File: config.mk
export PLATFORM = sky130hd
export DESIGN_NAME = decodificador_pwm
export DESIGN_NICKNAME = d
export VERILOG_FILES = /design/src/rtl/decodificador_pwm_pkg.sv /design/src/rtl/decodificador_pwm_sincronizador_borda.sv /design/src/rtl/decodificador_pwm.sv
export SDC_FILE = /design/constraint.sdc
export NUM_CORES = 1
export LEC_CHECK = 0
export CAP_MARGIN = 20
export CORE_MARGIN = 1
export CORE_UTILIZATION = 60
export DETAILED_ROUTE_END_ITERATION = 10
export HOLD_SLACK_MARGIN = 0.03
export PLACE_DENSITY = 0.85
export SLEW_MARGIN = 25
export SYNTH_ARGS = -nofsm -noshare
export SYNTH_HDL_FRONTEND = slang
export SYNTH_SLANG_ARGS = --single-unit
File: constraint.sdc
create_clock -name clock -period 4.7 [get_ports clock]
set_input_delay 0.47 -clock clock [delete_from_list [all_inputs] [get_ports clock]]
set_output_delay 0.47 -clock clock [all_outputs]
set_load 0.02 [all_outputs]
File: src/rtl/decodificador_pwm_pkg.sv
// Shared types and constants for the PWM decoder.
package decodificador_pwm_pkg;

  localparam int unsigned CNT_W = 32;

  typedef enum logic [1:0] {
    ESPERA = 2'd0,
    ALTO   = 2'd1,
    BAIXO  = 2'd2
  } estado_t;

  localparam logic [1:0] CODIGO_00 = 2'b00;
  localparam logic [1:0] CODIGO_01 = 2'b01;
  localparam logic [1:0] CODIGO_10 = 2'b10;
  localparam logic [1:0] CODIGO_11 = 2'b11;

  typedef struct packed {
    logic       valido;
    logic [1:0] codigo;
  } classe_t;

  // |a - b| in 33-bit signed arithmetic, never underflows.
  function automatic logic [CNT_W:0] dif_abs(input logic [CNT_W-1:0] a,
                                             input logic [CNT_W-1:0] b);
    logic signed [CNT_W:0] d;
    d = $signed({1'b0, a}) - $signed({1'b0, b});
    if (d < 0) d = -d;
    return $unsigned(d);
  endfunction

endpackage

File: src/rtl/decodificador_pwm_sincronizador_borda.sv
// Two-flop synchronizer for the PWM line plus rising/falling edge detect.
module sincronizador_borda
  import decodificador_pwm_pkg::*;
(
  input  logic clock,
  input  logic reset,
  input  logic entrada,
  output logic s,
  output logic sub,
  output logic desc
);

  logic meta;
  logic s_q;
  logic s_prev;

  // Synchronizer chain and one-cycle delayed copy for edge detection.
  always_ff @(posedge clock or posedge reset) begin
    if (reset) begin
      meta   <= 1'b0;
      s_q    <= 1'b0;
      s_prev <= 1'b0;
    end else begin
      meta   <= entrada;
      s_q    <= meta;
      s_prev <= s_q;
    end
  end

  // Edge strobes derived from the synchronized level.
  always_comb begin
    s    = s_q;
    sub  = s_q & ~s_prev;
    desc = ~s_q & s_prev;
  end

endmodule

File: src/rtl/decodificador_pwm.sv
// PWM receiver: measures high time and period, classifies the width back
// into the 2-bit largura code, flags malformed or stuck lines.
module decodificador_pwm
  import decodificador_pwm_pkg::*;
#(
  parameter int unsigned conf_periodo = 1000000,
  parameter int unsigned largura_00   = 0,
  parameter int unsigned largura_01   = 73000,
  parameter int unsigned largura_10   = 75000,
  parameter int unsigned largura_11   = 77000,
  parameter int unsigned tolerancia   = 1000,
  parameter int unsigned timeout      = 2000000
) (
  input  logic             clock,
  input  logic             reset,
  input  logic             pwm_in,
  output logic [1:0]       largura,
  output logic             pronto,
  output logic             erro,
  output logic [CNT_W-1:0] medida
);

  localparam logic [CNT_W-1:0] PER = CNT_W'(conf_periodo);
  localparam logic [CNT_W-1:0] W00 = CNT_W'(largura_00);
  localparam logic [CNT_W-1:0] W01 = CNT_W'(largura_01);
  localparam logic [CNT_W-1:0] W10 = CNT_W'(largura_10);
  localparam logic [CNT_W-1:0] W11 = CNT_W'(largura_11);
  localparam logic [CNT_W-1:0] TO  = CNT_W'(timeout);
  localparam logic [CNT_W:0]   TOL = (CNT_W+1)'(tolerancia);

  logic s;
  logic sub;
  logic desc;

  estado_t          estado, estado_d;
  logic [CNT_W-1:0] cnt_alto, cnt_alto_d;
  logic [CNT_W-1:0] cnt_per, cnt_per_d;
  logic [CNT_W-1:0] w_q, w_d;
  logic [1:0]       largura_d;
  logic [CNT_W-1:0] medida_d;
  logic             pronto_d;
  logic             erro_d;
  classe_t          classe;
  logic             periodo_ok;

  sincronizador_borda u_sinc (
    .clock   (clock),
    .reset   (reset),
    .entrada (pwm_in),
    .s       (s),
    .sub     (sub),
    .desc    (desc)
  );

  // Saturating increment: counters stop at timeout and never wrap.
  function automatic logic [CNT_W-1:0] sat_inc(input logic [CNT_W-1:0] v);
    return (v < TO) ? v + 1'b1 : v;
  endfunction

  // First nominal width (01, 10, 11 in that order) within tolerance wins.
  function automatic classe_t classificar(input logic [CNT_W-1:0] w);
    classe_t c;
    c.valido = 1'b0;
    c.codigo = CODIGO_00;
    if (dif_abs(w, W01) <= TOL) begin
      c.valido = 1'b1;
      c.codigo = CODIGO_01;
    end else if (dif_abs(w, W10) <= TOL) begin
      c.valido = 1'b1;
      c.codigo = CODIGO_10;
    end else if (dif_abs(w, W11) <= TOL) begin
      c.valido = 1'b1;
      c.codigo = CODIGO_11;
    end
    return c;
  endfunction

  // State, counters and registered outputs.
  always_ff @(posedge clock or posedge reset) begin
    if (reset) begin
      estado   <= ESPERA;
      cnt_alto <= '0;
      cnt_per  <= '0;
      w_q      <= '0;
      largura  <= CODIGO_00;
      medida   <= '0;
      pronto   <= 1'b0;
      erro     <= 1'b0;
    end else begin
      estado   <= estado_d;
      cnt_alto <= cnt_alto_d;
      cnt_per  <= cnt_per_d;
      w_q      <= w_d;
      largura  <= largura_d;
      medida   <= medida_d;
      pronto   <= pronto_d;
      erro     <= erro_d;
    end
  end

  // Next-state, counter and strobe logic; edges win over timeouts.
  always_comb begin
    estado_d   = estado;
    cnt_alto_d = cnt_alto;
    cnt_per_d  = cnt_per;
    w_d        = w_q;
    largura_d  = largura;
    medida_d   = medida;
    pronto_d   = 1'b0;
    erro_d     = 1'b0;
    classe     = classificar(w_q);
    periodo_ok = (dif_abs(cnt_per, PER) <= TOL);

    case (estado)
      ESPERA: begin
        if (sub) begin
          cnt_alto_d = 1;
          cnt_per_d  = 1;
          estado_d   = ALTO;
        end else if (cnt_per == TO && !s) begin
          largura_d = CODIGO_00;
          medida_d  = W00;
          pronto_d  = 1'b1;
          cnt_per_d = '0;
        end else begin
          cnt_per_d = sat_inc(cnt_per);
        end
      end

      ALTO: begin
        if (desc) begin
          w_d       = cnt_alto;
          cnt_per_d = sat_inc(cnt_per);
          estado_d  = BAIXO;
        end else if (cnt_alto == TO) begin
          erro_d     = 1'b1;
          cnt_alto_d = '0;
          cnt_per_d  = '0;
          estado_d   = ESPERA;
        end else begin
          cnt_alto_d = sat_inc(cnt_alto);
          cnt_per_d  = sat_inc(cnt_per);
        end
      end

      BAIXO: begin
        if (sub) begin
          // cnt_per here is the full period; the new one starts this cycle
          // so back-to-back periods lose no cycle.
          if (!periodo_ok) begin
            erro_d = 1'b1;
          end else if (classe.valido) begin
            largura_d = classe.codigo;
            medida_d  = w_q;
            pronto_d  = 1'b1;
          end else begin
            erro_d = 1'b1;
          end
          cnt_alto_d = 1;
          cnt_per_d  = 1;
          estado_d   = ALTO;
        end else if (cnt_per == TO) begin
          largura_d  = CODIGO_00;
          medida_d   = W00;
          pronto_d   = 1'b1;
          cnt_alto_d = '0;
          cnt_per_d  = '0;
          estado_d   = ESPERA;
        end else begin
          cnt_per_d = sat_inc(cnt_per);
        end
      end

      default: begin
        estado_d   = ESPERA;
        cnt_alto_d = '0;
        cnt_per_d  = '0;
      end
    endcase
  end

endmodule
==> impl_metrics.yaml, run 1 <==
clocking:
  clock_path_buffers: 2
  clk_latency_ns: 0.43
  htreeDepth: 4
  clk_pin_slew_worst_paths_ns: 0.06
  numCtsBuffers: 17
  hold_buffers: 0
  cts_setup_buffers: 0
  cts_tree: "yes"
  cts_sinks: 137
  ctsResizeCount: 0
  cts_root_buffer: "clkbuf_16"
floorplan:
  start_util_pct: 62.0
  die-area_um2: 18600
  die_w_um: 136
  die_y_um: 136
  io_pins: 39
  row_count: 48
  core_um2: 17500
yosys:
  synth_area_per_cell_um2: 8.23
  yosysSeqAreaShare_pct: 31.6
  yosys_register_bits: 137
  syn_inst: 1318
  synth_ff_type: "dfrtp_1"
  synth_top_area_share_pct: 31.6
  synth_nets: 1337
  synth.area.top_cells: "dfrtp_1 32%, xnor2_1 5.0%, nor2_1 3.9%"
  synth_edf_count: 0
  yosysUniqueCellTypes: 90
  async_reset_ff_share_pct: 100
  syn-cell-area_um2: 10800
  yosys_warnings: 0
  synth_area_leader_cell: "dfrtp_1"
critical_path:
  worstSetupStartpointType: "flop"
  critPathArrivalTime_ns: 4.74
  path_max_fanout: 31
  end_kind: "flop"
  timing.rr.end: "medida[8]"
  worstReg2RegStart: "cnt_per[6]"
  r2r_slack_ns: 0.31
  worst_r2r_path_depth: 12
  path_class: "flop to flop"
  crit_required_ns: 5.04
power_and_ir_drop:
  p_per_area_nw_per_um2: 277
  power_leakage_nw: 5.00
  ir_drop_uv: 330
  total_power_mw: 3.33
grt:
  grt-ovfl-total: 0
  antenna_found_initial: 0
  grt_pass1_wl_um: 51500
  grt_max_degree: 109
  grt_use_total_pct: 35.3
  first_global_vias: 9858
cells_and_area:
  final_util_pct: 68.8
  drive_gt1_share_pct: 9.32
  mostFrequentLayoutCells: "137 x dfrtp_1, 114 x nor2_1, 106 x nand2_1"
  seq_area_um2: 3430
  multi_input_area_um2: 6880
  area_delta_synth_final_pct: 10.8
  antenna_cells: 0
  num-nets-final: 1338
  fin_area_um2: 12000
  nFillCells: 1366
  layout_commonest_cell: "dfrtp_1"
timing:
  rsz0062_at_grt: "false"
  finalHoldViolCount: 0
  worst_clock_skew_ns: 0.0142
  fmax_mhz: 228
  final_max_slew_viol_count: 0
  relSlewSlack_pct: 39.0
  final.period_utilization_pct: 93.5
  setup_viol: 0
  fin_ws_ns: 0.307
  tns_ns: 0
  finalCriticalPeriod_ns: 4.39
  worst_pin_slew_ns: 0.909
min_path:
  whs_path_depth: 0
  hold_path_end: "u_sinc.s"
  min_from: "u_sinc.meta"
  hp-class: "flop to flop"
routing:
  drc: 0
  dr.pass1.iters: 5
  vias: 10900
  postRouteAntennaNets: 0
  wire_per_inst_um: 20.6
  routed_wl_um: 32100
  dr.first_iter.drc_count: 1696
  avgViaCountPerCell: 6.98
run_status:
  status: "complete, no violations"
placed_design:
  port-buffer-count: 38
  post-place-ws_ns: 0.440
  gp_congestion: 1.04
  placed_cell_area_um2: 11400
  dp_hpwl_um: 23300
run:
  drv_cap: 0
[where the power goes]
group | switching [mW] | internal, mW | leakage [nW]
Clock | 0.526 | 0.818 | 0.280
Sequential | 0.0716 | 1.22 | 1.90
Combinational | 0.478 | 0.210 | 2.82
[state kept, by name, indices dropped and copies added (netlist names), 2 cells and up]
signal    count
cnt_alto     32
cnt_per      32
estado        2
medida       32
largura       2
w_q          32
[final cells by class]
| class | count | share of cell area (%) |
|---|---|---|
| multi-input combinational | 1046 | 57.3 |
| timing repair buffer | 75 | 5.58 |
| clock buffer | 20 | 3.88 |
| tap | 225 | 2.34 |
| clock inverter | 11 | 1.02 |
| inverter | 42 | 1.37 |
| sequential | 137 | 28.5 |
[worst max-delay path, stage by stage (launching register included)]
cell,delay [ns]
dfrtp_1,0.51
inv_1,0.20
ha_1,0.30
nand2b_1,0.15
a311oi_2,0.58
o211ai_1,0.43
or3_1,0.48
o32ai_1,0.37
a2bb2oi_1,0.26
nand4_1,0.20
a311oi_4,0.35
buf_12,0.24
mux2i_1,0.22
[cells by family after synthesis]
kind of cell               after synthesis  share of synthesized area [%]
and+or+nand+nor                        551                           27.2
AOI/OAI and AO/OA                      331                           21.4
DFF                                    137                           31.6
buffers and inverters                  135                           5.04
xor gates and xnor gates                94                           7.59
muxes                                   53                           5.25
adders and majority gates               17                           1.94
[through the flow]
step / cells / hold WS [ns]
6_report: 1556 / 0.346
5_1_grt: 1556 / 0.353
4_1_cts: 1556 / 0.351
3_5_place_dp: 1525 / 0.339
3_3_place_gp: 1525 / 0.331
2_1_floorplan: 1318 / 0.331
[synth_stat cells, types with 16 or more instances]
| library cell | number |
|---|---|
| o211ai_1 | 19 |
| nor3_1 | 36 |
| o31ai_1 | 17 |
| nand3_1 | 51 |
| nand2_1 | 106 |
| o21ai_0 | 67 |
| clkbuf_1 | 71 |
| xnor2_1 | 62 |
| and3_1 | 28 |
| mux2i_1 | 22 |
| xor2_1 | 32 |
| dfrtp_1 | 137 |
| nand4_1 | 35 |
| inv_1 | 41 |
| nor4_1 | 33 |
| ha_1 | 16 |
| a21oi_1 | 65 |
| nor3b_1 | 22 |
| a31oi_1 | 17 |
| nor2_1 | 114 |
| or3_1 | 23 |
| mux2_2 | 31 |
[per-layer routing]
layer	GRT usage, %	vias to the layer above	share of wire, %
met3	7.87	116	9.9
met2	54.9	691	45
met1	47.1	5131	42
met5	0	-	0
li1	-	4922	-
met4	14.4	0	3.5
[how the worst max path moves through the flow]
stage,startpoint,endpoint,slack [ns],depth (start not counted)
global placement,cnt_per[6],medida[3],0.60,12
floorplan,w_q[3],medida[10],0.53,16
finish,cnt_per[6],medida[8],0.31,12
detailed placement,cnt_per[6],medida[7],0.44,12
CTS,cnt_per[6],medida[8],0.39,12
global route,cnt_per[6],medida[13],0.01,12
(Power assumes the default switching activity.)
==> inputs of run 2 (changes only) <==
--- a/config.mk
+++ b/config.mk
@@ -11,6 +11,8 @@
 export DETAILED_ROUTE_END_ITERATION = 10
 export HOLD_SLACK_MARGIN = 0.03
 export PLACE_DENSITY = 0.85
+export RECOVER_POWER = 25
+export SKIP_CTS_REPAIR_TIMING = 1
 export SLEW_MARGIN = 25
 export SYNTH_ARGS = -nofsm -noshare
 export SYNTH_HDL_FRONTEND = slang
==> impl_metrics.yaml, run 2 (synthesis gave the netlist of run 1 again) <==
timing:
  relSlewSlack_pct: -57.3
  finalHoldViolCount: 0
  rsz0062_at_grt: "false"
  setup_viol: 0
  worst_clock_skew_ns: 0.0139
  tns_ns: 0
  finalCriticalPeriod_ns: 4.36
  worst_pin_slew_ns: 2.36
  final.period_utilization_pct: 92.9
  hold_slack_ns: 0.346
  final_max_slew_viol_count: 109
  fin_ws_ns: 0.336
  fmax_mhz: 229
min_path:
  min_from: "u_sinc.meta"
  hold_path_end: "u_sinc.s"
  whs_path_depth: 0
  hp-class: "flop to flop"
routing:
  routed_wl_um: 32100
  met2WireLength_um: 14500
  wire_per_inst_um: 20.6
  drc: 0
  top_layer_used: "met4"
  dr.first_iter.drc_count: 1696
  wirelength_met1_um: 13300
  postRouteAntennaNets: 0
  dr.pass1.iters: 7
  vias: 10900
  dr_wl_met3_um: 3210
  avgViaCountPerCell: 7.00
floorplan:
  row_count: 48
  io_pins: 39
  die_y_um: 136
  core_um2: 17500
  die-area_um2: 18600
  start_util_pct: 62.0
  die_w_um: 136
clocking:
  clk_latency_ns: 0.43
  cts_root_buffer: "clkbuf_16"
  clock_path_buffers: 2
  numCtsBuffers: 17
  cts_sinks: 137
  cts_tree: "yes"
  clk_pin_slew_worst_paths_ns: 0.06
  htreeDepth: 4
critical_path:
  worstReg2RegStart: "cnt_per[6]"
  cp_top_family: "compound AO/OA/AOI/OAI gates"
  path_class: "flop to flop"
  crit_required_ns: 5.04
  critPathArrivalTime_ns: 4.71
  cp_slowest_stage_delay_ns: 0.58
  r2r_slack_ns: 0.34
  worst_r2r_path_depth: 12
  end_kind: "flop"
  crit_buf_inv: 2
  worstSetupStartpointType: "flop"
  path_max_fanout: 31
  timing.rr.end: "medida[8]"
  slowest_stage: "a311oi_2"
  crit_chain: "inv_1 -> ha_1 -> nand2b_1 -> a311oi_2 -> o211ai_1 -> or3_1 -> o32ai_1 -> a2bb2oi_1 -> nand4_1 -> a311oi_4 -> buf_12 -> mux2i_1"
cells_and_area:
  layout_commonest_cell: "dfrtp_1"
  fin_area_um2: 12000
  area_delta_synth_final_pct: 10.8
  nFillCells: 1368
  final_util_pct: 68.7
  seq_area_um2: 3430
  num-nets-final: 1338
  mostFrequentLayoutCells: "137 x dfrtp_1, 114 x nor2_1, 106 x nand2_1"
  antenna_cells: 0
  final_cells: 1556
  drive_gt1_share_pct: 9.32
  multi_input_area_um2: 6880
run_status:
  status: "finished, violations left"
  violations: "max-capacitance violations, max-slew violations"
placed_design:
  post-place-cells: 1525
  placed_cell_area_um2: 11400
  dp_hpwl_um: 23300
  gp_congestion: 1.04
  port-buffer-count: 38
  post-place-ws_ns: 0.440
power_and_ir_drop:
  p_sw_share_pct: 32.3
  internal-power_mw: 2.25
  power_frac_seq_pct: 39.0
  clock_power_share_pct: 40.4
  power_switching_mw: 1.07
  total_power_mw: 3.32
  combPwrFrac_pct: 20.6
  p_per_area_nw_per_um2: 277
  ir_drop_uv: 330
  power_leakage_nw: 5.00
grt:
  first_global_vias: 9858
  grt_max_degree: 109
  grt-ovfl-total: 0
  antenna_found_initial: 0
  grt_pass1_wl_um: 51500
  grt_use_total_pct: 35.3
run:
  drv_cap: 1
==> run 2: cell count changes in the layout (fill, tap and decap cells not counted), sizes merged <==
| cell | previous run | this run |
|---|---|---|
| dlygate4sd3 | 0 | 2 |
| clkinvlp | 4 | 5 |
| inv | 41 | 40 |
| clkdlybuf4s50 | 38 | 36 |
==> run 2: power by group through the flow <==
stage	combinational, mW	clock, mW	sequential, mW
after floorplan	0.499	0	1.28
after global placement	0.641	0	1.31
after detailed placement	0.672	0	1.31
after CTS	0.679	1.35	1.29
after global routing	0.767	1.41	1.30
final	0.684	1.34	1.29
==> run 2: worst max-delay path by stage <==
stage / startpoint / cells after the start / slack [ns] / to
floorplan: w_q[3] / 16 / 0.53 / medida[10]
global placement: cnt_per[6] / 12 / 0.60 / medida[3]
detailed placement: cnt_per[6] / 12 / 0.44 / medida[7]
CTS: cnt_per[6] / 12 / 0.39 / medida[8]
global route: cnt_per[6] / 12 / 0.01 / medida[13]
finish: cnt_per[6] / 12 / 0.34 / medida[8]
==> run 2: area by class of cell <==
type                            instances  area share [%]
Timing Repair Buffer                   75            5.58
Tap cell                              225            2.34
Multi-Input combinational cell       1046            57.3
Clock inverter                         11            1.02
Inverter                               42            1.34
Clock buffer                           20            3.89
Sequential cell                       137            28.5
==> run 2: metal layers <==
layer / GRT usage, % / vias up
li1: - / 4921
met1: 47.1 / 5198
met2: 54.9 / 676
met3: 7.87 / 103
met4: 14.4 / 0
met5: 0 / -
==> run 2: worst reg2reg max path, delay by kind of cell (launching register included) <==
kind                       cells  cell delay [ns]
AOI/OAI and AO/OA              5             1.98
adders and majority gates      1             0.30
buffers and inverters          2             0.44
DFF                            1             0.51
muxes                          1             0.23
and+or+nand+nor                3             0.83
